**config.mk**
```make
export PLATFORM = sky130hd
export DESIGN_NAME = int_to_fp_converter
export DESIGN_NICKNAME = d
export VERILOG_FILES = /design/src/rtl/int_to_fp_converter.sv
export SDC_FILE = /design/constraint.sdc
export NUM_CORES = 1
export LEC_CHECK = 0
export ABC_AREA = 1
export BUFFER_PORTS_ARGS = -buffer_cell sky130_fd_sc_hd__buf_2
export CORE_MARGIN = 2
export CORE_UTILIZATION = 40
export DETAILED_ROUTE_END_ITERATION = 7
export SYNTH_ARGS = -nofsm -noshare
export SYNTH_HDL_FRONTEND = slang
export SYNTH_SLANG_ARGS = --single-unit
```
**constraint.sdc**
```tcl
create_clock -name CLK -period 5 [get_ports CLK]
set_clock_uncertainty 0.1 [all_clocks]
set_input_delay 0.75 -clock CLK [delete_from_list [all_inputs] [get_ports CLK]]
set_output_delay 0.75 -clock CLK [all_outputs]
set_load 0.05 [all_outputs]
```
**src/rtl/int_to_fp_converter.sv**
```systemverilog
// rtl/int_to_fp_converter.sv - multi-cycle integer to IEEE-754 converter (FCVT.S.W / FCVT.S.WU)
//
// Purpose: converts a signed or unsigned integer operand to a binary float
//   with selectable rounding mode and fflags generation. Normalisation
//   shifts one bit per cycle, so latency depends on the leading-zero count.
//
// Ports:
//   CLK        rising-edge clock
//   RST        asynchronous active-high reset
//   in_valid   operand valid              in_ready   converter idle and accepting
//   int_val    integer operand            is_signed  1 = two's complement
//   rnd_mode   000 RNE, 001 RTZ, 010 RDN, 011 RUP, 100 RMM, others illegal
//   flush      synchronous abort of any in-flight operation
//   out_valid  result valid               out_ready  consumer accepts result
//   fp_val     {sign, exp, frac}          fflags     {NV, DZ, OF, UF, NX}

module int_to_fp_converter #(
  parameter int INT_WIDTH  = 32,
  parameter int EXP_WIDTH  = 8,
  parameter int FRAC_WIDTH = 23
) (
  input  logic                              CLK,
  input  logic                              RST,
  input  logic                              in_valid,
  output logic                              in_ready,
  input  logic [INT_WIDTH-1:0]              int_val,
  input  logic                              is_signed,
  input  logic [2:0]                        rnd_mode,
  input  logic                              flush,
  output logic                              out_valid,
  input  logic                              out_ready,
  output logic [EXP_WIDTH+FRAC_WIDTH:0]     fp_val,
  output logic [4:0]                        fflags
);

  localparam int BIAS = (1 << (EXP_WIDTH - 1)) - 1;
  // Working register must hold the whole integer and also the mantissa plus
  // guard and at least one sticky bit.
  localparam int WW   = (INT_WIDTH > FRAC_WIDTH + 3) ? INT_WIDTH : FRAC_WIDTH + 3;
  localparam int MW   = FRAC_WIDTH + 1;
  localparam int FPW  = 1 + EXP_WIDTH + FRAC_WIDTH;
  localparam logic [EXP_WIDTH-1:0] EXP_INIT = EXP_WIDTH'(BIAS + INT_WIDTH - 1);

  // With INT_WIDTH <= bias the largest exponent (plus a rounding carry) never
  // reaches the all-ones encoding, so no overflow path exists.
  generate
    if (INT_WIDTH > BIAS) begin : g_width_check
      $error("int_to_fp_converter: INT_WIDTH must not exceed the exponent bias");
    end
  endgenerate

  typedef enum logic [2:0] {
    S_IDLE  = 3'd0,
    S_LOAD  = 3'd1,
    S_NORM  = 3'd2,
    S_ROUND = 3'd3,
    S_DONE  = 3'd4
  } state_t;

  state_t                 r_state;
  state_t                 w_next;

  logic [INT_WIDTH-1:0]   r_int;
  logic                   r_signed;
  logic [2:0]             r_rnd;
  logic                   r_sign;
  logic [EXP_WIDTH-1:0]   r_exp;
  logic [WW-1:0]          r_work;
  logic [FPW-1:0]         r_fp;
  logic [4:0]             r_flags;

  logic                   w_accept;
  logic                   w_neg;
  logic [INT_WIDTH-1:0]   w_mag;
  logic [WW-1:0]          w_work_load;
  logic                   w_rnd_illegal;
  logic                   w_mag_zero;

  logic [MW-1:0]          w_mant;
  logic                   w_guard;
  logic                   w_sticky;
  logic                   w_nx;
  logic                   w_inc;
  logic [MW:0]            w_sum;
  logic                   w_carry;
  logic [EXP_WIDTH-1:0]   w_exp_rnd;
  logic [FRAC_WIDTH-1:0]  w_frac_rnd;

  // flush in IDLE suppresses acceptance for that cycle.
  assign w_accept      = in_valid & in_ready & ~flush;

  // Most-negative input negates to itself, which read as unsigned is the
  // correct magnitude 2^(INT_WIDTH-1).
  assign w_neg         = r_signed & r_int[INT_WIDTH-1];
  assign w_mag         = w_neg ? (~r_int + 1'b1) : r_int;
  assign w_work_load   = WW'(w_mag) << (WW - INT_WIDTH);
  assign w_rnd_illegal = (r_rnd > 3'd4);
  assign w_mag_zero    = (w_mag == '0);

  // Rounding datapath, evaluated from the normalised working register.
  assign w_mant   = r_work[WW-1 -: MW];
  assign w_guard  = r_work[WW-MW-1];
  assign w_sticky = |r_work[WW-MW-2:0];
  assign w_nx     = w_guard | w_sticky;

  always_comb begin
    w_inc = 1'b0;
    case (r_rnd)
      3'b000:  w_inc = w_guard & (w_sticky | w_mant[0]);
      3'b001:  w_inc = 1'b0;
      3'b010:  w_inc = w_nx & r_sign;
      3'b011:  w_inc = w_nx & ~r_sign;
      3'b100:  w_inc = w_guard;
      default: w_inc = 1'b0;
    endcase
  end

  assign w_sum      = {1'b0, w_mant} + (MW+1)'(w_inc);
  assign w_carry    = w_sum[MW];
  assign w_exp_rnd  = r_exp + EXP_WIDTH'(w_carry);
  assign w_frac_rnd = w_carry ? '0 : w_sum[FRAC_WIDTH-1:0];

  // State register
  always_ff @(posedge CLK or posedge RST) begin
    if (RST) begin
      r_state <= S_IDLE;
    end else begin
      r_state <= w_next;
    end
  end

  // Next-state logic
  always_comb begin
    w_next = r_state;
    if (flush && r_state != S_IDLE) begin
      w_next = S_IDLE;
    end else begin
      case (r_state)
        S_IDLE:  if (w_accept) w_next = S_LOAD;
        S_LOAD: begin
          if (w_rnd_illegal || w_mag_zero) w_next = S_DONE;
          else if (w_work_load[WW-1])      w_next = S_ROUND;
          else                             w_next = S_NORM;
        end
        // Leave on the edge whose shift brings a 1 into the MSB.
        S_NORM:  if (r_work[WW-2]) w_next = S_ROUND;
        S_ROUND: w_next = S_DONE;
        S_DONE:  if (out_ready) w_next = S_IDLE;
        default: w_next = S_IDLE;
      endcase
    end
  end

  // Output logic
  always_comb begin
    in_ready  = (r_state == S_IDLE) & ~RST;
    out_valid = (r_state == S_DONE);
    fp_val    = r_fp;
    fflags    = r_flags;
  end

  // Datapath registers. Result registers are only written on the way into
  // DONE, so they hold across DONE and across a flush.
  always_ff @(posedge CLK or posedge RST) begin
    if (RST) begin
      r_int    <= '0;
      r_signed <= 1'b0;
      r_rnd    <= 3'b000;
      r_sign   <= 1'b0;
      r_exp    <= '0;
      r_work   <= '0;
      r_fp     <= '0;
      r_flags  <= 5'b00000;
    end else begin
      case (r_state)
        S_IDLE: begin
          if (w_accept) begin
            r_int    <= int_val;
            r_signed <= is_signed;
            r_rnd    <= rnd_mode;
          end
        end
        S_LOAD: begin
          if (!flush) begin
            r_sign <= w_neg;
            r_exp  <= EXP_INIT;
            r_work <= w_work_load;
            if (w_rnd_illegal) begin
              r_fp    <= '0;
              r_flags <= 5'b10000;
            end else if (w_mag_zero) begin
              r_fp    <= '0;
              r_flags <= 5'b00000;
            end
          end
        end
        S_NORM: begin
          if (!flush) begin
            r_work <= r_work << 1;
            r_exp  <= r_exp - 1'b1;
          end
        end
        S_ROUND: begin
          if (!flush) begin
            r_fp    <= {r_sign, w_exp_rnd, w_frac_rnd};
            r_flags <= {4'b0000, w_nx};
          end
        end
        default: ;
      endcase
    end
  end

endmodule

```
==> impl_metrics.yaml, run 1 <==
drt:
  routed_via_density: 5.09
  drt_iter0_drc: 394
  route.vias.total: 6565
  routed_wl_mm: 18.5
  number_of_iterations_in_the_first_detailed_routing_pass: 4
  wl_per_cell_um: 14.3
  post_route_ant_nets: 0
  drc_errors: 0
run:
  maxCapViolations: 0
critical_path:
  worst_ep_required_time_ps: 5260
  most_common_cell_type_on_the_critical_path: "sky130_fd_sc_hd__nand2_1"
  crit_path_class: "reg2reg"
  worst_path_max_delay_cell: "sky130_fd_sc_hd__dfrtp_1"
  worstPathMaxFanout: 6
  timing.reg2reg.worst_path_depth: 26
  critical_path_arrival_ps: 4590
  critPathLaunchType: "register"
  rrSetupSlack_ps: 660
  critical-path-max-stage-delay_ps: 340
  endpoint_kind: "register"
final_layout:
  antenna-diode-count: 0
  finalNetCount: 1100
  area_delta_synth_final_pct: 15.8
  final_layout_size_suffix_gt1_share_pct: 13.2
outcome:
  outcome: "completed"
clock_network:
  clock-sinks: 114
  cts_tree: "done"
  post_cts.resized_instances: 0
  numCtsBuffers: 17
  ctsLongestPathBuffers: 2
  clock_transition_at_the_register_clock_pins_on_the_worst_setup_and_hold_paths_after_cts_ps: 50
  htree_levels: 4
  cts_hold_buffers: 0
  ctsRootBufferMaster: "sky130_fd_sc_hd__clkbuf_16"
  post-cts-setup-buffer-count: 0
  clock_insertion_delay_worst_skew_ps: 420
die:
  ios: 80
  design.die.area_um2: 18400
  die_y_um: 136
  initial_cell_density_of_the_core_pct: 40.5
  die_x_um: 136
  core_um2: 17100
  core.rowCount: 48
yosys:
  synthDistinctLibCells: 42
  synth_top_family_by_area: "simple AND/OR/NAND/NOR gates"
  mapped_cell_area_um2: 6920
  synth-seq-area-share_pct: 41.2
  synth.area.mux_share_pct: 0.163
  postSynthAreaPerCell_um2: 6.96
  yosys.area_share.xor_xnor_pct: 1.52
  yosys_warnings: 0
  synth-seq-cells: 114
  synthAdderAreaFrac_pct: 1.26
  postSynthCellCount: 995
  synth-simple-area-share_pct: 35.4
  synth-compound-area-share_pct: 11.7
  async_flop_share_pct: 100
  synth_enable_flop_cells: 0
  yosys_most_used_dff: "sky130_fd_sc_hd__dfrtp_1"
power_and_ir_drop:
  p_leak_uw: 0.00410
  power_per_unit_of_standard_cell_area_nw_per_um2: 649
  max-vdd-ir-drop_v: 0.000272
sta:
  slew_headroom_pct: 31.8
  setup_repair_after_global_routing_missed_its_margin: "false"
  fin_crit_sh_pct: 86.7
  report.final.slew_viol_count: 0
  tns_ps: 0
  report.final.setup_viol: 0
  max_clock_freq_mhz: 231
  min_period_ps: 4340
  report.final.hold_viol_count: 0
  tightestPinTransition_ps: 1020
  fin_hold_ws_ps: 360
global_route:
  grt_antenna_before_repair: 0
  met1_usage_pct: 31.0
  met2_track_demand_over_resource_pct: 32.1
  grt_pass1_vias: 6112
  grt_pass1_wl_mm: 31.1
  grt-busiest-layer: "met2"
  globalRoute.totalOverflow: 0
  use_met3_pct: 4.30
  grt_use_total_pct: 21.3
  pin_count_of_the_biggest_net_entering_global_routing: 77
min_path:
  hp-class: "reg2reg"
  holdPathStages: 2
placement:
  io_buffer_count: 76
  gp_congestion: 0.924
  detailedPlacementHpwl_mm: 13.4
==> area by class of cell <==
cell class / instances / area, um2
Multi-Input combinational cell: 739 / 3490
Clock inverter: 11 / 135
Clock buffer: 21 / 460
Inverter: 98 / 370
Fill cell: 1822 / 9100
Tap cell: 225 / 282
Timing Repair Buffer: 82 / 425
Sequential cell: 114 / 2850
==> routing by layer <==
metal / vias up / routed length (um)
li1: 3383 / -
met1: 3006 / 9250
met2: 153 / 8110
met3: 23 / 832
met4: 0 / 260
met5: - / 0
==> cell families after synthesis <==
| group | after synthesis |
|---|---|
| AND/OR/NAND/NOR | 565 |
| flip-flops | 114 |
| adder cells (fa/ha/maj) | 7 |
| AO/OA/AOI/OAI | 151 |
| multiplexers | 1 |
| buffers and inverters | 144 |
| XOR/XNOR | 12 |
| other | 1 |
==> registers in the layout (all words and copies together) (netlist names) <==
register  count
fflags        2
r_rnd         3
r_work       32
r_signed      1
r_sign        1
r_exp         8
r_state       3
r_int        32
fp_val       32
==> power breakdown <==
| part | internal, uW | leakage, uW | total (uW) | switching [uW] |
|---|---|---|---|---|
| logic | 677 | 0.00245 | 2340 | 1660 |
| clock network | 803 | 0.000292 | 1240 | 434 |
| registers | 1280 | 0.00136 | 1630 | 348 |
==> metrics by stage <==
step / utilization [%] / setup WS, ps / area, um2 / instances / power (uW)
after floorplan: - / 1130 / 6930 / 997 / 3380
after global placement: 43.3 / 709 / 7420 / 1258 / 3940
after detailed placement: 43.3 / 592 / 7420 / 1258 / 3970
after CTS: 46.8 / 557 / 8010 / 1290 / 5220
after global routing: 46.8 / 23.9 / 8020 / 1290 / 5640
final: 46.8 / 664 / 8020 / 1290 / 5210
==> synth_stat cells (2+ instances only) <==
cell type | number | share of area, %
sky130_fd_sc_hd__nor2_2 | 5 | 0.45
sky130_fd_sc_hd__o21ai_1 | 2 | 0.14
sky130_fd_sc_hd__a22oi_1 | 15 | 1.6
sky130_fd_sc_hd__xor2_1 | 11 | 1.4
sky130_fd_sc_hd__buf_2 | 16 | 1.2
sky130_fd_sc_hd__buf_6 | 3 | 0.49
sky130_fd_sc_hd__or2_2 | 3 | 0.27
sky130_fd_sc_hd__a31oi_1 | 2 | 0.18
sky130_fd_sc_hd__nor4_1 | 9 | 0.81
sky130_fd_sc_hd__inv_2 | 5 | 0.27
sky130_fd_sc_hd__dfrtp_1 | 114 | 41
sky130_fd_sc_hd__nand3_2 | 2 | 0.29
sky130_fd_sc_hd__inv_1 | 93 | 5.0
sky130_fd_sc_hd__ha_1 | 7 | 1.3
sky130_fd_sc_hd__a21oi_1 | 91 | 6.6
sky130_fd_sc_hd__nand2_2 | 6 | 0.54
sky130_fd_sc_hd__o211ai_1 | 2 | 0.22
sky130_fd_sc_hd__nor2_1 | 141 | 7.6
sky130_fd_sc_hd__nand2_1 | 271 | 15
sky130_fd_sc_hd__nor3_1 | 26 | 1.9
sky130_fd_sc_hd__buf_4 | 4 | 0.43
sky130_fd_sc_hd__nor3b_1 | 4 | 0.43
sky130_fd_sc_hd__nand4_1 | 44 | 4.0
sky130_fd_sc_hd__o21ai_0 | 34 | 2.5
sky130_fd_sc_hd__clkbuf_1 | 21 | 1.1
sky130_fd_sc_hd__nand3_1 | 47 | 3.4
sky130_fd_sc_hd__buf_1 | 2 | 0.11
==> cells in the final DEF, fill, tap and decap left out, types with 4 or more instances in the layout <==
| cell type | n |
|---|---|
| sky130_fd_sc_hd__buf_2 | 76 |
| sky130_fd_sc_hd__nand2_2 | 6 |
| sky130_fd_sc_hd__dfrtp_1 | 114 |
| sky130_fd_sc_hd__nor3b_1 | 4 |
| sky130_fd_sc_hd__a21oi_1 | 91 |
| sky130_fd_sc_hd__ha_1 | 7 |
| sky130_fd_sc_hd__clkbuf_16 | 17 |
| sky130_fd_sc_hd__nor4_1 | 8 |
| sky130_fd_sc_hd__buf_4 | 6 |
| sky130_fd_sc_hd__a22oi_1 | 15 |
| sky130_fd_sc_hd__o21ai_0 | 34 |
| sky130_fd_sc_hd__xor2_1 | 11 |
| sky130_fd_sc_hd__inv_1 | 92 |
| sky130_fd_sc_hd__nand3_1 | 46 |
| sky130_fd_sc_hd__nor2_2 | 5 |
| sky130_fd_sc_hd__nor2_1 | 141 |
| sky130_fd_sc_hd__nor3_1 | 26 |
| sky130_fd_sc_hd__nand4_1 | 44 |
| sky130_fd_sc_hd__inv_2 | 5 |
| sky130_fd_sc_hd__clkinv_2 | 6 |
| sky130_fd_sc_hd__nand2_1 | 271 |
==> critical path: cells and delay by family (launching register included) <==
kind	cells	cell delay [ps]
AND/OR/NAND/NOR	18	2520
flip-flops	1	340
AO/OA/AOI/OAI	3	550
buffers and inverters	2	130
adder cells (fa/ha/maj)	3	650
==> path summary, 6_finish.rpt <==
check | startpoint | end
worst max-delay path | r_work[3] | fp_val[30]
worst min-delay path | fp_val[11] | fp_val[11]
max in group asynchronous | RST | r_work[4]
min in group asynchronous | RST | r_exp[1]
worst min register to register | fp_val[11] | fp_val[11]
worst max register to register | r_work[3] | fp_val[30]
Note: power is estimated with default switching activity, not from simulation.
==> inputs of run 2 (changes only) <==
- REMOVE_ABC_BUFFERS: default -> 1
==> run 2 against run 1 <==
  * Global-route usage about the same
  * Clock power up 4%
  * Register-to-register slack barely moved
  * Fmax rose by 0.14%
  * Via count up 0.29%
  * Sequential share of layout area is 0.20 points lower
  * Final area increased by 0.58%
  * Combinational power increased by 2%
  * Final cell count increased by 0.16%
==> impl_metrics.yaml, run 2 (same netlist as run 1, synthesis figures left out) <==
critical_path:
  worstPathMaxFanout: 6
  worstSetupEndpoint: "fp_val[30]"
  cp-startpoint: "r_work[2]"
  rrSetupSlack_ps: 670
  crit_path_class: "reg2reg"
  critPathLaunchType: "register"
  worst_ep_required_time_ps: 5260
  worstReg2RegStart: "r_work[2]"
  critical_path_arrival_ps: 4590
  endpoint_kind: "register"
  reg2reg_to: "fp_val[30]"
  timing.reg2reg.worst_path_depth: 26
clock_network:
  clock_insertion_delay_worst_skew_ps: 420
  numCtsBuffers: 17
  ctsLongestPathBuffers: 2
  htree_levels: 4
  ctsRootBufferMaster: "sky130_fd_sc_hd__clkbuf_16"
  post_cts.resized_instances: 0
  cts_tree: "done"
  post-cts-setup-buffer-count: 0
  clock_transition_at_the_register_clock_pins_on_the_worst_setup_and_hold_paths_after_cts_ps: 60
  cts_hold_buffers: 0
  clock-sinks: 114
sta:
  tightestPinTransition_ps: 1010
  fin_crit_sh_pct: 86.6
  report.final.setup_viol: 0
  min_period_ps: 4330
  report.final.slew_viol_count: 0
  report.final.hold_viol_count: 0
  tns_ps: 0
  setup_repair_after_global_routing_missed_its_margin: "false"
  slew_headroom_pct: 32.8
  fin_hold_ws_ps: 215
  max_clock_freq_mhz: 231
drt:
  wl_per_cell_um: 14.4
  post_route_ant_nets: 0
  route.vias.total: 6584
  number_of_iterations_in_the_first_detailed_routing_pass: 5
  drt_iter0_drc: 424
  routed_wl_mm: 18.6
  routed_via_density: 5.10
  drc_errors: 0
power_and_ir_drop:
  total_power_uw: 5300
  max-vdd-ir-drop_v: 0.000293
  p_leak_uw: 0.00411
  power_per_unit_of_standard_cell_area_nw_per_um2: 657
global_route:
  pin_count_of_the_biggest_net_entering_global_routing: 73
  globalRoute.totalOverflow: 0
  grt_pass1_vias: 5976
  grt_antenna_before_repair: 0
  grt_pass1_wl_mm: 30.7
  grt_use_total_pct: 21.3
min_path:
  hp-class: "in2async"
placement:
  detailedPlacementHpwl_mm: 13.7
  placement.cell_area_um2: 7430
  gp_congestion: 0.908
  place.detailed.instances: 1260
  io_buffer_count: 76
outcome:
  outcome: "completed"
final_layout:
  finalNetCount: 1102
  antenna-diode-count: 0
  layout.cells.most_common: "sky130_fd_sc_hd__nand2_1"
  final_cells: 1292
  design_area_um2: 8060
  final_layout_size_suffix_gt1_share_pct: 13.5
  mostFrequentLayoutCells: "sky130_fd_sc_hd__nand2_1, sky130_fd_sc_hd__nor2_1, sky130_fd_sc_hd__dfrtp_1"
  nFillCells: 1810
  area_delta_synth_final_pct: 16.5
die:
  design.die.area_um2: 18400
  core_um2: 17100
  initial_cell_density_of_the_core_pct: 40.5
  core.rowCount: 48
  die_x_um: 136
  die_y_um: 136
  ios: 80
run:
  maxCapViolations: 0
run 2: changes by cell type in the layout (fill, tap and decap cells not counted):
cell / change
sky130_fd_sc_hd__clkinv_2: -4
sky130_fd_sc_hd__clkbuf_8: -1
sky130_fd_sc_hd__clkinv_4: +2
sky130_fd_sc_hd__buf_4: +2
sky130_fd_sc_hd__nor4_2: -1
sky130_fd_sc_hd__nor3_1: -1
sky130_fd_sc_hd__nor4_1: +1
sky130_fd_sc_hd__bufinv_16: +1
sky130_fd_sc_hd__clkinvlp_4: +3
sky130_fd_sc_hd__nor3_2: +1
sky130_fd_sc_hd__clkbuf_1: -1
run 2: final cells by class:
type,count,area [um2],area share (%)
tap,225,282,3.49
clock buffer,19,443,5.49
inverter,98,370,4.59
multi-input combinational,739,3490,43.3
clock inverter,13,185,2.30
timing repair buffer,84,440,5.46
sequential,114,2850,35.4
run 2: how the worst min path moves through the flow:
stage	startpoint	endpoint	slack [ps]	cells after the start
after floorplan	r_exp[7]	r_exp[7]	370	2
after global placement	fp_val[17]	fp_val[17]	350	2
after detailed placement	fp_val[27]	fp_val[27]	350	2
after CTS	RST	fp_val[31]	230	2
after global routing	RST	fp_val[31]	240	2
final	RST	fp_val[31]	210	2
run 2: stage by stage:
stage	setup slack, ps	utilization [%]
2_1_floorplan	1130	-
3_3_place_gp	820	43.4
3_5_place_dp	660	43.4
4_1_cts	623	47.1
5_1_grt	110	47.1
6_report	670	47.1
run 2: power by group:
group          internal [uW]  switching [uW]  leakage (uW)
registers               1280             345       0.00136
logic                    686            1690       0.00246
clock network            845             446      0.000291
total                   2810            2480       0.00411
run 2: metal layers:
layer | up-vias | global-route usage (%) | wire length, um
met5 | - | 0 | 0
met1 | 3023 | 30.1 | 8960
met4 | 0 | 5.56 | 150
met3 | 15 | 4.26 | 930
met2 | 172 | 33.5 | 8610
li1 | 3374 | - | -
run 2: worst max-delay path, cell delays in order, from the launching register on:
cell and delay [ps]:
sky130_fd_sc_hd__dfrtp_1 350, sky130_fd_sc_hd__inv_1 60, sky130_fd_sc_hd__nand4_1 100, sky130_fd_sc_hd__nor4_1 60
sky130_fd_sc_hd__inv_1 70, sky130_fd_sc_hd__nor3_1 40, sky130_fd_sc_hd__o32ai_1 240, sky130_fd_sc_hd__ha_1 220
sky130_fd_sc_hd__ha_1 250, sky130_fd_sc_hd__nand3_1 200, sky130_fd_sc_hd__nor3_2 230, sky130_fd_sc_hd__nand2_1 140
sky130_fd_sc_hd__nor4_1 290, sky130_fd_sc_hd__nand2_1 150, sky130_fd_sc_hd__nor2_1 150, sky130_fd_sc_hd__nand2_1 80
sky130_fd_sc_hd__nor3_1 150, sky130_fd_sc_hd__nand2_1 70, sky130_fd_sc_hd__nor2_1 100, sky130_fd_sc_hd__ha_1 170
sky130_fd_sc_hd__nand3_1 130, sky130_fd_sc_hd__nor4_1 320, sky130_fd_sc_hd__nand2_1 120, sky130_fd_sc_hd__a21oi_1 140
sky130_fd_sc_hd__o21a_1 150, sky130_fd_sc_hd__nand4_1 90, sky130_fd_sc_hd__nand2_1 90
==> inputs of run 3 (changes only) <==
- CELL_PAD_IN_SITES_DETAIL_PLACEMENT: default -> 1
- CELL_PAD_IN_SITES_GLOBAL_PLACEMENT: default -> 2
- CORE_UTILIZATION: 40 -> 33
- PLACE_DENSITY: default -> 0.87
==> run 3 against run 2 <==
  * First-iteration DRC count shrank 13%
  * Core utilization shrank 7.5 points
  * Wire length grew 15%
==> impl_metrics.yaml, run 3 (same netlist as run 1, synthesis figures left out) <==
critical_path:
  critical_path_arrival_ps: 4560
  critPathLaunchType: "register"
  crit_path_class: "reg2reg"
  worst_ep_required_time_ps: 5260
  worstReg2RegStart: "r_work[3]"
  worstSetupEndpoint: "fp_val[30]"
  reg2reg_to: "fp_val[30]"
  cp-startpoint: "r_work[3]"
  worstPathMaxFanout: 6
  endpoint_kind: "register"
  rrSetupSlack_ps: 700
  timing.reg2reg.worst_path_depth: 26
clock_network:
  clock_insertion_delay_worst_skew_ps: 420
  clock_transition_at_the_register_clock_pins_on_the_worst_setup_and_hold_paths_after_cts_ps: 60
  cts_tree: "done"
  ctsRootBufferMaster: "sky130_fd_sc_hd__clkbuf_16"
  numCtsBuffers: 17
  ctsLongestPathBuffers: 2
  clock-sinks: 114
  htree_levels: 4
global_route:
  grt_pass1_wl_mm: 35.7
  grt_pass1_vias: 6844
  grt_use_total_pct: 20.6
  globalRoute.totalOverflow: 0
  grt_antenna_before_repair: 0
  pin_count_of_the_biggest_net_entering_global_routing: 75
sta:
  layout_setup_ws_ps: 703
  report.final.hold_viol_count: 0
  max_clock_freq_mhz: 233
  report.final.slew_viol_count: 0
  setup_repair_after_global_routing_missed_its_margin: "false"
  tightestPinTransition_ps: 1060
  slew_headroom_pct: 29.0
  fin_hold_ws_ps: 364
  tns_ps: 0
  report.final.setup_viol: 0
  fin_crit_sh_pct: 85.9
  min_period_ps: 4300
final_layout:
  layout.cells.most_common: "sky130_fd_sc_hd__nand2_1"
  area_delta_synth_final_pct: 16.9
  multiInputGateArea_um2: 3500
  sequential_cell_area_um2: 2850
  final_cells: 1337
  final_layout_size_suffix_gt1_share_pct: 13.5
  nFillCells: 2651
  antenna-diode-count: 0
  mostFrequentLayoutCells: "sky130_fd_sc_hd__nand2_1, sky130_fd_sc_hd__nor2_1, sky130_fd_sc_hd__dfrtp_1"
  finalNetCount: 1102
drt:
  number_of_iterations_in_the_first_detailed_routing_pass: 5
  routed_wl_mm: 21.4
  drc_errors: 0
  post_route_ant_nets: 0
  routed_via_density: 5.10
  wl_per_cell_um: 16.0
  route.vias.total: 6819
  drt_iter0_drc: 371
placement:
  place.detailed.instances: 1305
  detailedPlacementHpwl_mm: 15.9
  io_buffer_count: 76
  gp_congestion: 0.880
  pre_cts_ws_ps: 604
power_and_ir_drop:
  power_per_unit_of_standard_cell_area_nw_per_um2: 659
  max-vdd-ir-drop_v: 0.000268
  p_leak_uw: 0.00411
  total_power_uw: 5340
die:
  die_x_um: 149
  initial_cell_density_of_the_core_pct: 33.9
  core_um2: 20400
  ios: 80
  design.die.area_um2: 22200
  die_y_um: 149
  core.rowCount: 52
outcome:
  outcome: "completed"
run:
  maxCapViolations: 0
min_path:
  holdPathStages: 2
  hp-class: "reg2reg"
run 3: changes by cell type in the layout (fill, tap and decap cells not counted), sizes merged:
cell	delta
clkinvlp	-3
clkinv	+2
clkbuf	+2
bufinv	-1
run 3: cell type report:
type	instances	share of cell area (%)
well taps	270	4.17
flip-flops and latches	114	35.2
multi-input cells	739	43.2
clock inverters	11	1.67
inverters	98	4.58
clock buffers	21	5.69
repair buffers	84	5.44
run 3: worst min-delay path by stage:
| stage | startpoint | to | slack (ps) |
|---|---|---|---|
| global route | fp_val[27] | fp_val[27] | 380 |
| CTS | fp_val[10] | fp_val[10] | 370 |
| floorplan | r_exp[7] | r_exp[7] | 370 |
| finish | fp_val[27] | fp_val[27] | 360 |
| global placement | fp_val[19] | fp_val[19] | 350 |
| detailed placement | fp_val[27] | fp_val[27] | 360 |
run 3: critical path, stage by stage, from the launching register on:
cell,delay [ps]
sky130_fd_sc_hd__dfrtp_1,350
sky130_fd_sc_hd__inv_1,60
sky130_fd_sc_hd__nand4_1,90
sky130_fd_sc_hd__nor4_1,60
sky130_fd_sc_hd__inv_1,70
sky130_fd_sc_hd__nor3_1,50
sky130_fd_sc_hd__o32ai_1,250
sky130_fd_sc_hd__ha_1,220
sky130_fd_sc_hd__ha_1,240
sky130_fd_sc_hd__nand3_1,200
sky130_fd_sc_hd__nor3_2,220
sky130_fd_sc_hd__nand2_1,150
sky130_fd_sc_hd__nor4_2,210
sky130_fd_sc_hd__nand2_1,130
sky130_fd_sc_hd__nor2_1,140
sky130_fd_sc_hd__nand2_1,80
sky130_fd_sc_hd__nor3_1,180
sky130_fd_sc_hd__nand2_1,80
sky130_fd_sc_hd__nor2_1,110
sky130_fd_sc_hd__ha_1,180
sky130_fd_sc_hd__nand3_1,130
sky130_fd_sc_hd__nor4_1,330
sky130_fd_sc_hd__nand2_1,120
sky130_fd_sc_hd__a21oi_1,150
sky130_fd_sc_hd__o21a_1,150
sky130_fd_sc_hd__nand4_1,90
sky130_fd_sc_hd__nand2_1,90
run 3: through the flow:
step	instance area, um2	util, %
after CTS	8080	39.6
after global placement	7490	36.6
after detailed placement	7490	36.6
after global routing	8090	39.6
after floorplan	6700	-
final	8090	39.6
run 3: what timing repair did:
action,4_1_cts,5_1_grt
hold buffers,0,0
endpoints found under the setup margin,0,2
setup buffers,0,0
resized for setup,0,2
run 3: where the power goes:
group	internal (uW)	switching, uW	leakage (uW)
Clock	803	442	0.000292
Combinational	688	1760	0.00246
Sequential	1280	360	0.00136
run 3: layer usage:
metal	GRT usage, %	vias up	share of wire, %
met5	0	-	0
li1	-	3374	-
met3	3.58	28	3.8
met2	33.1	127	46
met1	27.7	3290	48
met4	7.71	0	2.5
